--- config.mk ---
export PLATFORM = sky130hd
export DESIGN_NAME = joystick_conditioner
export DESIGN_NICKNAME = d
export VERILOG_FILES = /design/src/rtl/joystick_pkg.sv /design/src/rtl/joy_debounce_line.sv /design/src/rtl/joystick_conditioner.sv
export SDC_FILE = /design/constraint.sdc
export NUM_CORES = 1
export LEC_CHECK = 0
export CAP_MARGIN = 30
export CORE_ASPECT_RATIO = 0.5
export CORE_MARGIN = 8
export CORE_UTILIZATION = 60
export DETAILED_ROUTE_END_ITERATION = 8
export GPL_ROUTABILITY_DRIVEN = 0
export PLACE_DENSITY = 0.78
export SKIP_LAST_GASP = 1
export SLEW_MARGIN = 20
export SYNTH_ARGS = -nofsm -noshare
export SYNTH_HDL_FRONTEND = slang
export SYNTH_HIERARCHICAL = 1
export SYNTH_SLANG_ARGS = --single-unit
--- constraint.sdc ---
create_clock -name clk_i -period 3.15 [get_ports clk_i]
set_input_delay 0.945 -clock clk_i [delete_from_list [all_inputs] [get_ports clk_i]]
set_output_delay 0.945 -clock clk_i [all_outputs]
set_load 0.01 [all_outputs]
--- src/rtl/joystick_pkg.sv ---
// Shared constants for the Pmod joystick conditioner: line ordering, vector width and the
// debouncer state type.
package joystick_pkg;

    localparam int unsigned JOY_WIDTH = 5;

    // Line order; index 0 is the most significant bit of a joystick vector.
    localparam int unsigned JOY_FIRE  = 0;
    localparam int unsigned JOY_LEFT  = 1;
    localparam int unsigned JOY_RIGHT = 2;
    localparam int unsigned JOY_DOWN  = 3;
    localparam int unsigned JOY_UP    = 4;

    typedef enum logic {
        DbIdle,
        DbPending
    } db_state_e;

    // Bit position of a line within a descending [JOY_WIDTH-1:0] vector.
    function automatic int unsigned joy_pos(int unsigned idx);
        return JOY_WIDTH - 1 - idx;
    endfunction

endpackage

--- src/rtl/joy_debounce_line.sv ---
// One joystick line: two-flop synchronizer followed by a tick-paced debouncer.
// The output is active-low like the pin and starts released after reset.
module joy_debounce_line
    import joystick_pkg::*;
#(
    parameter int unsigned DebounceTicks = 50
) (
    input  logic clk_i,
    input  logic rst_n,
    input  logic tick_i,
    input  logic pin_n_i,
    output logic stable_n_o
);

    localparam logic [7:0] CntLast = 8'(DebounceTicks - 1);

    logic       sync1_q, sync2_q;
    logic       stable_q, stable_d;
    logic [7:0] cnt_q, cnt_d;
    db_state_e  state_q, state_d;

    always_ff @(posedge clk_i or negedge rst_n) begin
        if (!rst_n) begin
            sync1_q  <= 1'b1;
            sync2_q  <= 1'b1;
            stable_q <= 1'b1;
            cnt_q    <= '0;
            state_q  <= DbIdle;
        end else begin
            sync1_q  <= pin_n_i;
            sync2_q  <= sync1_q;
            stable_q <= stable_d;
            cnt_q    <= cnt_d;
            state_q  <= state_d;
        end
    end

    always_comb begin
        state_d  = state_q;
        cnt_d    = cnt_q;
        stable_d = stable_q;
        case (state_q)
            DbIdle: begin
                cnt_d = '0;
                if (sync2_q != stable_q) begin
                    state_d = DbPending;
                end
            end
            DbPending: begin
                if (sync2_q == stable_q) begin
                    state_d = DbIdle;
                    cnt_d   = '0;
                end else if (tick_i) begin
                    // Accept on the tick that finds the counter already at its last value.
                    if (cnt_q == CntLast) begin
                        stable_d = sync2_q;
                        cnt_d    = '0;
                        state_d  = DbIdle;
                    end else begin
                        cnt_d = cnt_q + 8'd1;
                    end
                end
            end
            default: begin
                state_d = DbIdle;
                cnt_d   = '0;
            end
        endcase
    end

    assign stable_n_o = stable_q;

endmodule

--- src/rtl/joystick_conditioner.sv ---
// Conditions two raw active-low Pmod joystick ports into registered active-high vectors,
// with optional fire autofire, port swap and a one-cycle change strobe.
module joystick_conditioner
    import joystick_pkg::*;
#(
    parameter int unsigned Prescale      = 1074,
    parameter int unsigned DebounceTicks = 50,
    parameter int unsigned AutofireTicks = 3000
) (
    input  logic                 clk_i,
    input  logic                 rst_n,
    input  logic [JOY_WIDTH-1:0] pins1_n_i,
    input  logic [JOY_WIDTH-1:0] pins2_n_i,
    input  logic                 autofire_en_i,
    input  logic                 swap_i,
    output logic [JOY_WIDTH-1:0] joy1_o,
    output logic [JOY_WIDTH-1:0] joy2_o,
    output logic                 changed_o
);

    localparam int unsigned    PsW     = (Prescale > 1) ? $clog2(Prescale) : 1;
    localparam logic [PsW-1:0] PsLast  = PsW'(Prescale - 1);
    localparam logic [15:0]    AfLast  = 16'(AutofireTicks - 1);
    localparam int unsigned    FirePos = joy_pos(JOY_FIRE);
    localparam int unsigned    NLines  = 2 * JOY_WIDTH;

    logic [PsW-1:0]         ps_q, ps_d;
    logic                   tick;
    logic [NLines-1:0]      pins_n;
    logic [NLines-1:0]      stable_n;
    logic [15:0]            af_cnt_q, af_cnt_d;
    logic                   af_phase_q, af_phase_d;
    logic                   fire1, fire2, any_fire;
    logic [JOY_WIDTH-1:0]   port_a, port_b;
    logic [JOY_WIDTH-1:0]   joy1_q, joy1_d, joy2_q, joy2_d;
    logic                   changed_q, changed_d;

    assign tick = (ps_q == PsLast);
    assign ps_d = tick ? '0 : ps_q + PsW'(1);

    assign pins_n = {pins2_n_i, pins1_n_i};

    for (genvar i = 0; i < NLines; i++) begin : g_line
        joy_debounce_line #(
            .DebounceTicks(DebounceTicks)
        ) u_line (
            .clk_i     (clk_i),
            .rst_n     (rst_n),
            .tick_i    (tick),
            .pin_n_i   (pins_n[i]),
            .stable_n_o(stable_n[i])
        );
    end

    assign fire1    = ~stable_n[FirePos];
    assign fire2    = ~stable_n[JOY_WIDTH + FirePos];
    assign any_fire = fire1 | fire2;

    // Autofire timer idles with phase high so a fresh press shows up at once.
    always_comb begin
        af_cnt_d   = af_cnt_q;
        af_phase_d = af_phase_q;
        if (!any_fire) begin
            af_cnt_d   = '0;
            af_phase_d = 1'b1;
        end else if (tick) begin
            if (af_cnt_q == AfLast) begin
                af_cnt_d   = '0;
                af_phase_d = ~af_phase_q;
            end else begin
                af_cnt_d = af_cnt_q + 16'd1;
            end
        end
    end

    always_comb begin
        port_a          = ~stable_n[JOY_WIDTH-1:0];
        port_b          = ~stable_n[NLines-1:JOY_WIDTH];
        port_a[FirePos] = fire1 & (af_phase_q | ~autofire_en_i);
        port_b[FirePos] = fire2 & (af_phase_q | ~autofire_en_i);
        joy1_d          = swap_i ? port_b : port_a;
        joy2_d          = swap_i ? port_a : port_b;
        changed_d       = (joy1_d != joy1_q) || (joy2_d != joy2_q);
    end

    always_ff @(posedge clk_i or negedge rst_n) begin
        if (!rst_n) begin
            ps_q       <= '0;
            af_cnt_q   <= '0;
            af_phase_q <= 1'b1;
            joy1_q     <= '0;
            joy2_q     <= '0;
            changed_q  <= 1'b0;
        end else begin
            ps_q       <= ps_d;
            af_cnt_q   <= af_cnt_d;
            af_phase_q <= af_phase_d;
            joy1_q     <= joy1_d;
            joy2_q     <= joy2_d;
            changed_q  <= changed_d;
        end
    end

    assign joy1_o    = joy1_q;
    assign joy2_o    = joy2_q;
    assign changed_o = changed_q;

endmodule

==> flow_summary.toml <==
[timing]
slew_headroom = 0.546
period_needed_ns = 2.46
skew_ns = 0.0121
tightest_slew_ns = 0.681
fmax_mhz = 407
tns_ns = 0
finalHoldWorstSlack_ns = 0.348
setup_viol = 0
report.final.slew_viol_count = 0
fin_ws_ns = 0.691
rsz0062_at_grt = "false"
finalCritPeriodShare = 0.781
hold_viol_final = 0

[synthesis]
postSynth.asyncResetShare = 1.00
synth_area_um2 = 8400
yosys-top-cells-area = "dfrtp_1 38%, dfstp_2 9.7%, nor2_1 4.6%"
synth.distinct_cells = 56
ys.flop_type = "dfrtp_1"
synth-seq-area-share = 0.478
syn_inst = 859
avgSynthCellArea_um2 = 9.78
synth-seq-cells = 159
synth_edf_count = 0
yosysTopAreaCellShare = 0.381
syn_nets = 896
yosysTopAreaCell = "dfrtp_1"
ys_warn_count = 6

[worst_setup_path]
reg2reg_from = "ps_q[6]"
arrival_ns = 2.76
max_stage_delay_ns = 0.50
crit_fanout = 56
critPathBufInv = 2
required_ns = 3.45
critPathLaunchType = "flop"
worstSetupPathType = "reg -> reg"
path_cells = "nor4_1 > or4b_1 > clkinv_2 > buf_12 > nand4_1 > or3_1 > xor2_1 > nor2_1"
path_delay_family = "simple AND/OR/NAND/NOR gates"
end_kind = "flop"
critical_path.startpoint = "ps_q[6]"
crit_slowest_cell = "or4b_1"

[pwr]
pwr-share-comb = 0.026
p_total_w = 0.00423
power.density_nw_per_um2 = 450
p_int_w = 0.00326
switching_share = 0.229
power.switching_w = 0.000969
ir_worst_vdd_mv = 0.403
power_frac_clock = 0.480
power_frac_seq = 0.493
p_leak_nw = 3.67

[run_status]
outcome = "finished clean"

[detailed_routing]
drt_iter0_markers = 383
vias = 6347
drt_first_pass_iters = 5
routedWlPerCell_um = 15.1
antenna_left = 0
viasPerCell = 5.89
wl_um = 16300
route.detailed.drc = 0

[die]
io_pins = 25
coreArea_um2 = 13600
design.die.area_um2 = 18300
initial_utilization = 0.617
rows = 30
dieHeight_um = 99.7
die_x_um = 183

[global_route]
grt_pass1_wl_um = 28100
grt_max_degree = 66
gr-total-overflow = 0
grt_pass1_vias = 6139
track_usage = 0.185
antenna_found_initial = 0

[clock_network]
cts_tree = "yes"
cts_buffers = 17
post_cts_buffers = 0
cts.path.max_buffers = 2
clk_pin_slew_ns = 0.07
h-tree-depth = 4
clk_latency_ns = 0.43
cts_root_buffer = "clkbuf_16"
cts.sinks = 159
cts_resized = 0
hold_buffers = 0

[place]
io_buffer_count = 24
dp_worst_setup_slack_ns = 0.682
dp_hpwl_um = 10600

[final_layout]
drive_gt1_frac = 0.101
nNetsFinal = 909
diodes = 0
final_common_cell = "dfrtp_1"
final_cell_mix = "128 x dfrtp_1, 103 x nor2_1, 55 x nand2_1"
area_growth_pct = 11.9

[worst_hold_path]
hold_class = "reg -> reg"
min-delay-start = "g_line[1].u_line/sync1_q"

[flow_run]
drv_cap = 0
==> metrics by stage <==
stage / area (um^2) / util / std cells
after floorplan: 8400 / - / 859
after detailed placement: 8820 / 0.648 / 1045
after CTS: 9400 / 0.690 / 1077
after global routing: 9400 / 0.690 / 1077
after global placement: 8820 / 0.648 / 1045
final: 9400 / 0.690 / 1077
==> state kept, by name, indices dropped and copies added, names as in the netlist <==
register and flops:
g_line.u_line/cnt_q 80, af_cnt_q 16, ps_q 11, g_line.u_line/stable_n_o 10, g_line.u_line/state_q 10, g_line.u_line/sync1_q 10, g_line.u_line/sync2_q 10, joy1_o 5
joy2_o 5, af_phase_q 1, changed_o 1
==> cell families (layout without fill, tap and decap cells) <==
| logic type | after synthesis | in the layout | synth area share |
|---|---|---|---|
| fa+ha+maj | 23 | 23 | 0.0343 |
| simple gates | 416 | 416 | 0.285 |
| mux | 22 | 22 | 0.0279 |
| compound gates | 111 | 111 | 0.0830 |
| buf+inv | 75 | 101 | 0.0362 |
| xor+xnor | 53 | 53 | 0.0553 |
| flops | 159 | 159 | 0.478 |
==> Yosys cell counts, drive strengths merged (6+ instances only) <==
| master | n |
|---|---|
| and2 | 13 |
| or2b | 10 |
| o22ai | 11 |
| xnor2 | 28 |
| and3 | 6 |
| or3 | 13 |
| nand4 | 38 |
| dfrtp | 128 |
| mux2i | 11 |
| nand2 | 55 |
| nor4bb | 18 |
| xor2 | 25 |
| o21ai | 23 |
| buf | 14 |
| nand3b | 22 |
| a2bb2oi | 12 |
| nand4b | 10 |
| nor2 | 113 |
| clkbuf | 26 |
| nand2b | 32 |
| dfstp | 31 |
| a21oi | 29 |
| ha | 23 |
| nand3 | 30 |
| a31oi | 21 |
| nor2b | 14 |
| inv | 35 |
| mux2 | 11 |
| nor3 | 16 |
| or4 | 12 |
==> worst paths after layout <==
path                                                    end  slack, ns  cells past startpoint
worst min-delay path               g_line[1].u_line/sync2_q       0.35                      0
worst max-delay path              g_line[5].u_line/cnt_q[6]       0.69                      8
worst max register to register    g_line[5].u_line/cnt_q[6]       0.69                      8
min in group asynchronous         g_line[5].u_line/cnt_q[2]       0.43                      1
worst min register to register     g_line[1].u_line/sync2_q       0.35                      0
max in group asynchronous       g_line[4].u_line/stable_n_o       1.99                      2
==> layout make-up <==
class	count	area, um^2
clock buffers	20	457
fillers	1011	4220
inverters	35	133
clock inverters	12	124
repair buffers	34	354
well taps	192	240
flip-flops and latches	159	4020
multi-input cells	625	4080
==> power by group through the flow <==
stage / clock, W / sequential (W) / combinational [W]
2_1_floorplan: 0 / 0.00212 / 0.0000376
3_3_place_gp: 0 / 0.00212 / 0.000112
3_5_place_dp: 0 / 0.00212 / 0.000115
4_1_cts: 0.00208 / 0.00209 / 0.000115
5_1_grt: 0.00217 / 0.00209 / 0.000126
6_report: 0.00203 / 0.00209 / 0.000111
==> metal layers <==
layer	global-route usage	share of wire
met2	0.318	0.48
met3	0.0527	0.038
met1	0.231	0.47
met5	0	0
met4	0.0354	0.0082
Power figures use the tool's default switching activity.
